`config.mk`:
```
export PLATFORM = sky130hd
export DESIGN_NAME = pos_error_tracker
export DESIGN_NICKNAME = d
export VERILOG_FILES = /design/src/rtl/pos_error_tracker.sv
export SDC_FILE = /design/constraint.sdc
export NUM_CORES = 1
export LEC_CHECK = 0
export CAP_MARGIN = 10
export CORE_MARGIN = 2
export CORE_UTILIZATION = 50
export DETAILED_ROUTE_END_ITERATION = 16
export PLACE_DENSITY = 0.82
export SLEW_MARGIN = 10
export SYNTH_ARGS = -nofsm -noshare
export SYNTH_HDL_FRONTEND = slang
export SYNTH_SLANG_ARGS = --single-unit
```
`constraint.sdc`:
```
create_clock -name clk_48 -period 5.8 [get_ports clk_48]
set_input_delay 1.45 -clock clk_48 [delete_from_list [all_inputs] [get_ports clk_48]]
set_output_delay 1.45 -clock clk_48 [all_outputs]
set_load 0.02 [all_outputs]
```
`src/rtl/pos_error_tracker.sv`:
```
// Per-channel position error tracker: setpoint-minus-position error, |error|, sign and settle detect.
// Define POS_ERR_SLEW_LIMIT_EN to ramp setpoints toward targets at STEP_MAX per RAMP_DIV clocks.
module pos_error_tracker #(
  parameter int POS_W      = 12,
  parameter int CH         = 2,
  parameter int TOL        = 2,
  parameter int SETTLE_CNT = 1024,
  parameter int STEP_MAX   = 4,
  parameter int RAMP_DIV   = 480
) (
  input  logic                    clk_48,
  input  logic                    reset,
  input  logic                    cmd_valid,
  output logic                    cmd_ready,
  input  logic [2:0]              cmd_ch,
  input  logic [POS_W-1:0]        cmd_target,
  input  logic                    pos_valid,
  input  logic [CH*POS_W-1:0]     pos,
  output logic [CH*(POS_W+1)-1:0] error,
  output logic [CH*POS_W-1:0]     errorabs,
  output logic [CH-1:0]           errorsign,
  output logic                    err_valid,
  output logic [CH-1:0]           in_pos,
  output logic                    cmd_err
);

  localparam int SW = $clog2(SETTLE_CNT + 1);
  localparam logic [POS_W-1:0] TOL_V    = POS_W'(TOL);
  localparam logic [SW-1:0]    SETTLE_V = SW'(SETTLE_CNT);

  if (CH < 1 || CH > 8 || SETTLE_CNT < 1 || STEP_MAX < 1 || RAMP_DIV < 1) begin : gParamCheck
    $error("pos_error_tracker: illegal parameter value");
  end

  logic [POS_W-1:0]        target_q   [CH];
  logic [POS_W-1:0]        setpoint_q [CH];
  logic [POS_W-1:0]        setpoint_d [CH];
  logic [POS_W-1:0]        posCap_q   [CH];
  logic signed [POS_W:0]   error_q    [CH];
  logic signed [POS_W:0]   error_d    [CH];
  logic signed [POS_W:0]   negErr     [CH];
  logic [POS_W-1:0]        errAbs_q   [CH];
  logic [POS_W-1:0]        errAbs_d   [CH];
  logic [SW-1:0]           settle_q   [CH];
  logic [SW-1:0]           settle_d   [CH];
  logic [CH-1:0]           accept;
  logic                    chOk;
  logic                    sample_q;
  logic                    errValid_q;
  logic                    cmdErr_q;

`ifdef POS_ERR_SLEW_LIMIT_EN
  localparam int DW = (RAMP_DIV > 1) ? $clog2(RAMP_DIV) : 1;
  localparam logic [POS_W-1:0] STEP_V = POS_W'(STEP_MAX);
  logic [DW-1:0]    div_q;
  logic [DW-1:0]    div_d;
  logic             tick;
  logic [POS_W-1:0] gap     [CH];
  logic [POS_W-1:0] stepAmt [CH];
`endif

  assign chOk = (int'(cmd_ch) < CH);

  // A channel refuses new commands only while its setpoint is still ramping.
  always_comb begin
    cmd_ready = 1'b1;
    accept    = '0;
    for (int c = 0; c < CH; c++) begin
`ifdef POS_ERR_SLEW_LIMIT_EN
      if (cmd_ch == 3'(c) && setpoint_q[c] != target_q[c]) cmd_ready = 1'b0;
`endif
    end
    for (int c = 0; c < CH; c++) accept[c] = cmd_valid && cmd_ready && (cmd_ch == 3'(c));
  end

`ifdef POS_ERR_SLEW_LIMIT_EN
  assign tick  = (div_q == DW'(RAMP_DIV - 1));
  assign div_d = tick ? '0 : div_q + DW'(1);
`endif

  // Error, settle and setpoint next-state; everything reads pre-edge setpoints.
  always_comb begin
    for (int c = 0; c < CH; c++) begin
      error_d[c]  = $signed({1'b0, setpoint_q[c]}) - $signed({1'b0, posCap_q[c]});
      negErr[c]   = -error_d[c];
      errAbs_d[c] = error_d[c][POS_W] ? negErr[c][POS_W-1:0] : error_d[c][POS_W-1:0];

      settle_d[c] = settle_q[c];
      if (accept[c] || (sample_q && errAbs_d[c] > TOL_V))
        settle_d[c] = '0;
      else if (sample_q && setpoint_q[c] == target_q[c] && settle_q[c] != SETTLE_V)
        settle_d[c] = settle_q[c] + SW'(1);

`ifdef POS_ERR_SLEW_LIMIT_EN
      gap[c]        = (target_q[c] >= setpoint_q[c]) ? target_q[c] - setpoint_q[c]
                                                     : setpoint_q[c] - target_q[c];
      stepAmt[c]    = (gap[c] > STEP_V) ? STEP_V : gap[c];
      setpoint_d[c] = setpoint_q[c];
      if (tick) begin
        if (target_q[c] > setpoint_q[c]) setpoint_d[c] = setpoint_q[c] + stepAmt[c];
        else                             setpoint_d[c] = setpoint_q[c] - stepAmt[c];
      end
`else
      setpoint_d[c] = target_q[c];
`endif
    end
  end

  always_ff @(posedge clk_48 or posedge reset) begin
    if (reset) begin
      sample_q   <= 1'b0;
      errValid_q <= 1'b0;
      cmdErr_q   <= 1'b0;
`ifdef POS_ERR_SLEW_LIMIT_EN
      div_q      <= '0;
`endif
      for (int c = 0; c < CH; c++) begin
        target_q[c]   <= '0;
        setpoint_q[c] <= '0;
        posCap_q[c]   <= '0;
        error_q[c]    <= '0;
        errAbs_q[c]   <= '0;
        settle_q[c]   <= '0;
      end
    end else begin
      sample_q   <= pos_valid;
      errValid_q <= sample_q;
      cmdErr_q   <= cmd_valid && !chOk;
`ifdef POS_ERR_SLEW_LIMIT_EN
      div_q      <= div_d;
`endif
      for (int c = 0; c < CH; c++) begin
        if (pos_valid) posCap_q[c] <= pos[c*POS_W +: POS_W];
        if (sample_q) begin
          error_q[c]  <= error_d[c];
          errAbs_q[c] <= errAbs_d[c];
        end
        settle_q[c]   <= settle_d[c];
        setpoint_q[c] <= setpoint_d[c];
        if (accept[c]) target_q[c] <= cmd_target;
      end
    end
  end

  for (genvar c = 0; c < CH; c++) begin : gOut
    assign error[c*(POS_W+1) +: POS_W+1] = error_q[c];
    assign errorabs[c*POS_W +: POS_W]    = errAbs_q[c];
    assign errorsign[c]                  = error_q[c][POS_W];
    assign in_pos[c]                     = (settle_q[c] == SETTLE_V);
  end

  assign err_valid = errValid_q;
  assign cmd_err   = cmdErr_q;

endmodule

```
# Word level (Yosys, flattened, before mapping)
# Index checks and enable logic that the tools add are counted.
# word_totals
register_bits,147
latchBits,0
ramBits,0
romBits,0
output_inout_bits,57
elab_cells,52
memories,0
# classes
n_addsub,6
n_mul,0
div,0
magnitude_cmp,3
eq_ne,7
shift,0
n_mux,6
bitwise_logic,0
reduce_logical,15
# op_table
op,n
11-bit two-way mux,4
12-bit by 12-bit subtractor with 13-bit output,2
12-bit == test,2
12-bit by 2-bit greater-than comparator with 1-bit output (second input constant),2
12-bit two-way mux,2
12-bit negation,2
11-bit by 1-bit adder with 11-bit output (second input constant),2
11-bit == test (second input constant),2
11-bit inequality test (second input constant),2
1-bit logical AND,9
2-bit nonzero test,2
3-bit by 1-bit == test with 1-bit output (second input constant),1
3-bit zero test,1
3-bit by 2-bit less-than comparator with 1-bit output (second input constant),1
1-bit logical OR,2
1-bit zero test,1

# Longest topological paths before layout
# logic_depth
depth_word,7
depth_mapped,15
depth_no_buf,14

# Worst setup path before layout
# OpenSTA, ideal clock, no wires.
# synth_path
path_kind,register to register
start,reg setpoint_q[0] (netlist bit)
end,reg settle_q[1] (netlist bit)
setup_ps,71
arrival_time_ps,3249
slack_ps,2480
path_stages_with_launch,14
synth_period_minus_slack_ps,3320
cell_sequence,dfrtp_1 -> inv_1 -> ha_1 -> fa_1 -> nor2b_1 -> o31a_1 -> o211ai_1 -> nor4_2 -> a41oi_1 -> or3_1 -> a211oi_1 -> a41oi_1 -> buf_2 -> nor2_1
# synth_via
elab_chain_len,7
# synth_lines
element,line,source
"start, declared",36,logic [POS_W-1:0] setpoint_q [CH];
"start signal, assigned by index",139,setpoint_q[c] <= setpoint_d[c];
12-bit by 12-bit subtractor with 13-bit output,84,"error_d[c] = $signed({1'b0, setpoint_q[c]}) - $signed({1'b0, posCap_q[c]});"
12-bit negation,85,negErr[c] = -error_d[c];
12-bit two-way mux,86,errAbs_d[c] = error_d[c][POS_W] ? negErr[c][POS_W-1:0] : error_d[c][POS_W-1:0];
12-bit by 2-bit greater-than comparator with 1-bit output,89,if (accept[c] || (sample_q && errAbs_d[c] > TOL_V))
1-bit logical AND,89,
1-bit logical OR,89,
11-bit two-way mux or 2-bit nonzero test (tied branches),--,
"end signal, assigned by index",138,settle_q[c] <= settle_d[c];
"end, declared",44,logic [SW-1:0] settle_q [CH];
# Parallel ways exist; a longest one is shown, timed or not.
# A chain may end at the register's enable or synchronous reset.

# Worst setup path after layout
# layout_path
start,reg setpoint_q[0] (netlist bit)
end,reg settle_q[6] (netlist bit)
# Same word-level chain as after synthesis.

==> impl_results.md <==
- Biggest area consumer among synthesized cells: dfrtp_1
- Input/output buffers: 98
- Cell family with most CP delay: compound AO/OA/AOI/OAI gates
- Maximum number of pins on one net before global-route repair: 106
- Die extent in x: 130 um
- NumNets Final: between 900 and 1,000
- Area added between synthesis and finish: 21.2%
- Maximum cell stage delay along the critical path: 0.84 ns
- Hold EP: setpoint_q[10]
- Number of global-route vias before repair: between 5,000 and 6,000
- Leak pwr: 0.00414 uW
- Cell type of the slowest stage on the worst timing path: a41oi_1
- Register area share after synthesis: 45.7%
- Slew at the pin closest to its max-slew limit: 1.01 ns
- Overall Global Routing Usage: ~22%
- Proportion of layout cells with a drive suffix above 1: 12.1%
- Worst slew margin: 31.7%
- Aggregate global routing overflow: 0
- Highest layer used for signal routing: met4
- Met3 WL: approximately 1.1 mm
- Number of standard-cell rows in the floorplan: 46
- Die span in y: 130 um
- Crit path buffers/inverters: 1
- # Post-CTS Setup Buffers: 0
- Final RePlAce weighted congestion: 0.885
- CTS Buffer Depth: 2
- Met2 Wirelength: 7.86 mm
- Result of the run: complete, no violations
- Clock transition at path regs: 0.06 ns
- Cts bufs inserted: 17
- Critical path cell sequence: inv_1, ha_1, fa_1, nor2b_1, o31ai_1, a211o_1, a21oi_1, a31oi_1, a211oi_1, nor4_1, a41oi_1, nor2_1
- Cells on worst reg2reg path: 12
- Share of Yosys cell area claimed by the top area cell type: 45.7%
- Wire length of the first global-routing pass: 28.5 mm
- Number of antenna violations at the first check in global routing: 0
- Maximum clock skew at final layout: roughly 0.0077 ns
- Detailed-route vias per instance: between 5 and 6
- Total routed wirelength: about 18 mm
- Worst EP required: about 6.1 ns
- Final max-slew violation count: 0
- Synth warnings: 0
- Unique masters post-synth: 72
- Number of filler instances in the final layout: 1,243
- Worst path arrival time: approximately 4.6 ns
- Dominant synthesized flop cell: dfrtp_1
- Syn_nets: between 800 and 900
- Met1 WL: 8.50 mm
- Setup repair after global routing missed its margin: false
- Max rail drop VDD: 0.238 mV
- Clock Sink Count: 145
- Crit Path Category: flop to flop
- Crit end category: flop
- Final routed wire length divided by cell count: about 16 um
- Leading cell types by count after synthesis: 145 x dfrtp_1, 79 x nor2_1, 52 x mux2_2
- Number of buffers added to fix hold violations after cts: 0
- Synth area leaders: dfrtp_1 46%, mux2_2 7.4%, ha_1 4.9%
- Share of synthesized flip-flops with an asynchronous set or reset: 100%
- Number of gates on the worst path with buffers counted: 12
- WHS Path Cells: 0
- Half-perimeter wire length of the detailed placement result: 12.8 mm
- EDFF count, synth: 0
- Path type of the worst min-delay path: flop to flop
- Number of failing hold endpoints at the final stage: 0
- Startpoint of the most critical hold path: setpoint_d[10]
- Worst flop-to-flop path startpoint: setpoint_q[0]
- Maximum fanout count along the critical path: 13
- TritonCTS clock tree: built
- Antenna Nets Post-Route: 0
- Post-route clock period utilization: 74.1%
- Pwr dens: 478 nW/um2
- Effective utilization at floorplan: 50.6%
- Number of violations reported at the end of detailed-routing iteration 0: approximately 550
- Most frequently used cell type in the post-synthesis netlist: dfrtp_1
- Pre-CTS setup slack: ~1.6 ns
- Cell count after synthesis: 775
- Flop-to-flop setup slack: between 1.5 and 2 ns
- Count of endpoints failing setup in the final report: 0
- Max-capacitance violation count: 0
- Sort of element at the start of the critical path: flop
- Worst-Skew Late Latency: between 0.4 and 0.5 ns
- H-tree level count: 4
- Flip-flop and latch count after synthesis: 145
- Total number of vias: 5,993
- Post-layout minimum cycle time: 4.30 ns
- Sum of negative setup slack: 0 ns
- Post-synthesis instance area: between 7000 and 8000 um2
- Count of instances resized after the clock tree is built: 0
- Number of antenna diodes: 0
- Average footprint of a synthesized cell: roughly 10 um2
- Final worst slack: around 1.5 ns
- Max Fclk: 233 MHz
- Number of DRC violations after detailed routing: 0
- Area of the die: 16,900 um2
- CTS root buffer: clkbuf_16
- End of the worst register-to-register path: settle_q[6]
- Detailed-router iteration count before antenna repair: 6
- Number of placed I/O pins: 100
- Area of the core region: ~16,000 um2
routing by layer:
metal / track usage (%) / vias to the layer above
met5: 0 / -
met4: 6.96 / 0
met3: 4.18 / 19
met2: 32.7 / 208
met1: 32.3 / 2881
li1: - / 2885
placed cells by master (no fill, tap or decap), types with 3 or more instances in the layout:
| cell | count |
|---|---|
| nand2b_1 | 10 |
| or3_1 | 3 |
| mux2i_1 | 9 |
| nor2_1 | 79 |
| a41oi_1 | 3 |
| a211oi_1 | 9 |
| nand3_1 | 21 |
| nor4_1 | 12 |
| o21ai_0 | 42 |
| mux2_2 | 52 |
| a21oi_1 | 32 |
| a31oi_1 | 3 |
| clkbuf_16 | 17 |
| nand4_1 | 7 |
| clkdlybuf4s50_1 | 98 |
| nand2_1 | 46 |
| xor2_1 | 43 |
| and3_1 | 12 |
| o22ai_1 | 4 |
| xnor2_1 | 33 |
| buf_4 | 5 |
| o31a_1 | 5 |
| inv_6 | 3 |
| nor2b_1 | 9 |
| inv_1 | 47 |
| ha_1 | 31 |
| nor3_1 | 8 |
| nor3b_1 | 5 |
| o211ai_1 | 10 |
| dfrtp_1 | 144 |
| a21o_1 | 3 |
| o211a_1 | 4 |
| o21a_1 | 5 |
| clkinvlp_4 | 4 |
flip-flops by register name, indices dropped and copies added, names as in the netlist:
register    flops
cmd_err         1
err_valid       1
error          26
errorabs       22
posCap_q       24
sample_q        1
setpoint_d     24
setpoint_q     24
settle_q       22
metrics by stage:
stage	hold WS, ns	instance area (um2)	power, uW	util (%)	cells
final	0.419	9630	4610	61.3	1091
after global routing	0.436	9630	4860	61.3	1091
after CTS	0.418	9630	4610	61.3	1091
after detailed placement	0.406	9040	3500	57.5	1059
after global placement	0.398	9040	3460	57.5	1059
after floorplan	0.374	7950	2830	-	775
where the power goes:
part	leakage, uW	total [uW]	switching (uW)	internal [uW]
Clock	0.000276	1090	431	658
Sequential	0.00176	1450	182	1270
Combinational	0.00210	2070	1140	923
Total	0.00414	4610	1760	2850
final cells by class:
cell class	count	area, um2	share of cell area (%)
Multi-Input combinational cell	547	3940	40.9
Sequential cell	145	3630	37.7
Timing Repair Buffer	103	1020	10.6
Clock buffer	21	460	4.78
Tap cell	216	270	2.81
Inverter	48	185	1.92
Clock inverter	11	130	1.35
worst max-delay path by stage:
stage	endpoint	slack (ns)	start
after floorplan	cmd_err	0.46	reset
after global placement	settle_q[8]	1.75	setpoint_q[0]
after detailed placement	settle_q[7]	1.62	setpoint_q[0]
after CTS	settle_q[6]	1.55	setpoint_q[0]
after global routing	settle_q[6]	1.03	setpoint_q[0]
final	settle_q[6]	1.50	setpoint_q[0]
worst reg2reg max path, cell delays in order (launching register included):
cell      delay [ns]
dfrtp_1         0.35
inv_1           0.05
ha_1            0.23
fa_1            0.46
nor2b_1         0.30
o31ai_1         0.17
a211o_1         0.30
a21oi_1         0.68
a31oi_1         0.18
a211oi_1        0.35
nor4_1          0.08
a41oi_1         0.84
nor2_1          0.15
cell families (layout without fill, tap and decap cells):
logic type	count (synthesis)	count (layout)	share of synthesized area, %
adder cells (fa/ha/maj)	33	33	5.38
flip-flops	145	145	45.7
multiplexers	61	61	8.50
AND/OR/NAND/NOR	227	227	13.8
XOR/XNOR	77	77	8.58
other	1	1	0.0472
AO/OA/AOI/OAI	148	148	13.2
buffers and inverters	83	183	4.80
No activity file was read; power rests on OpenSTA's default activity.
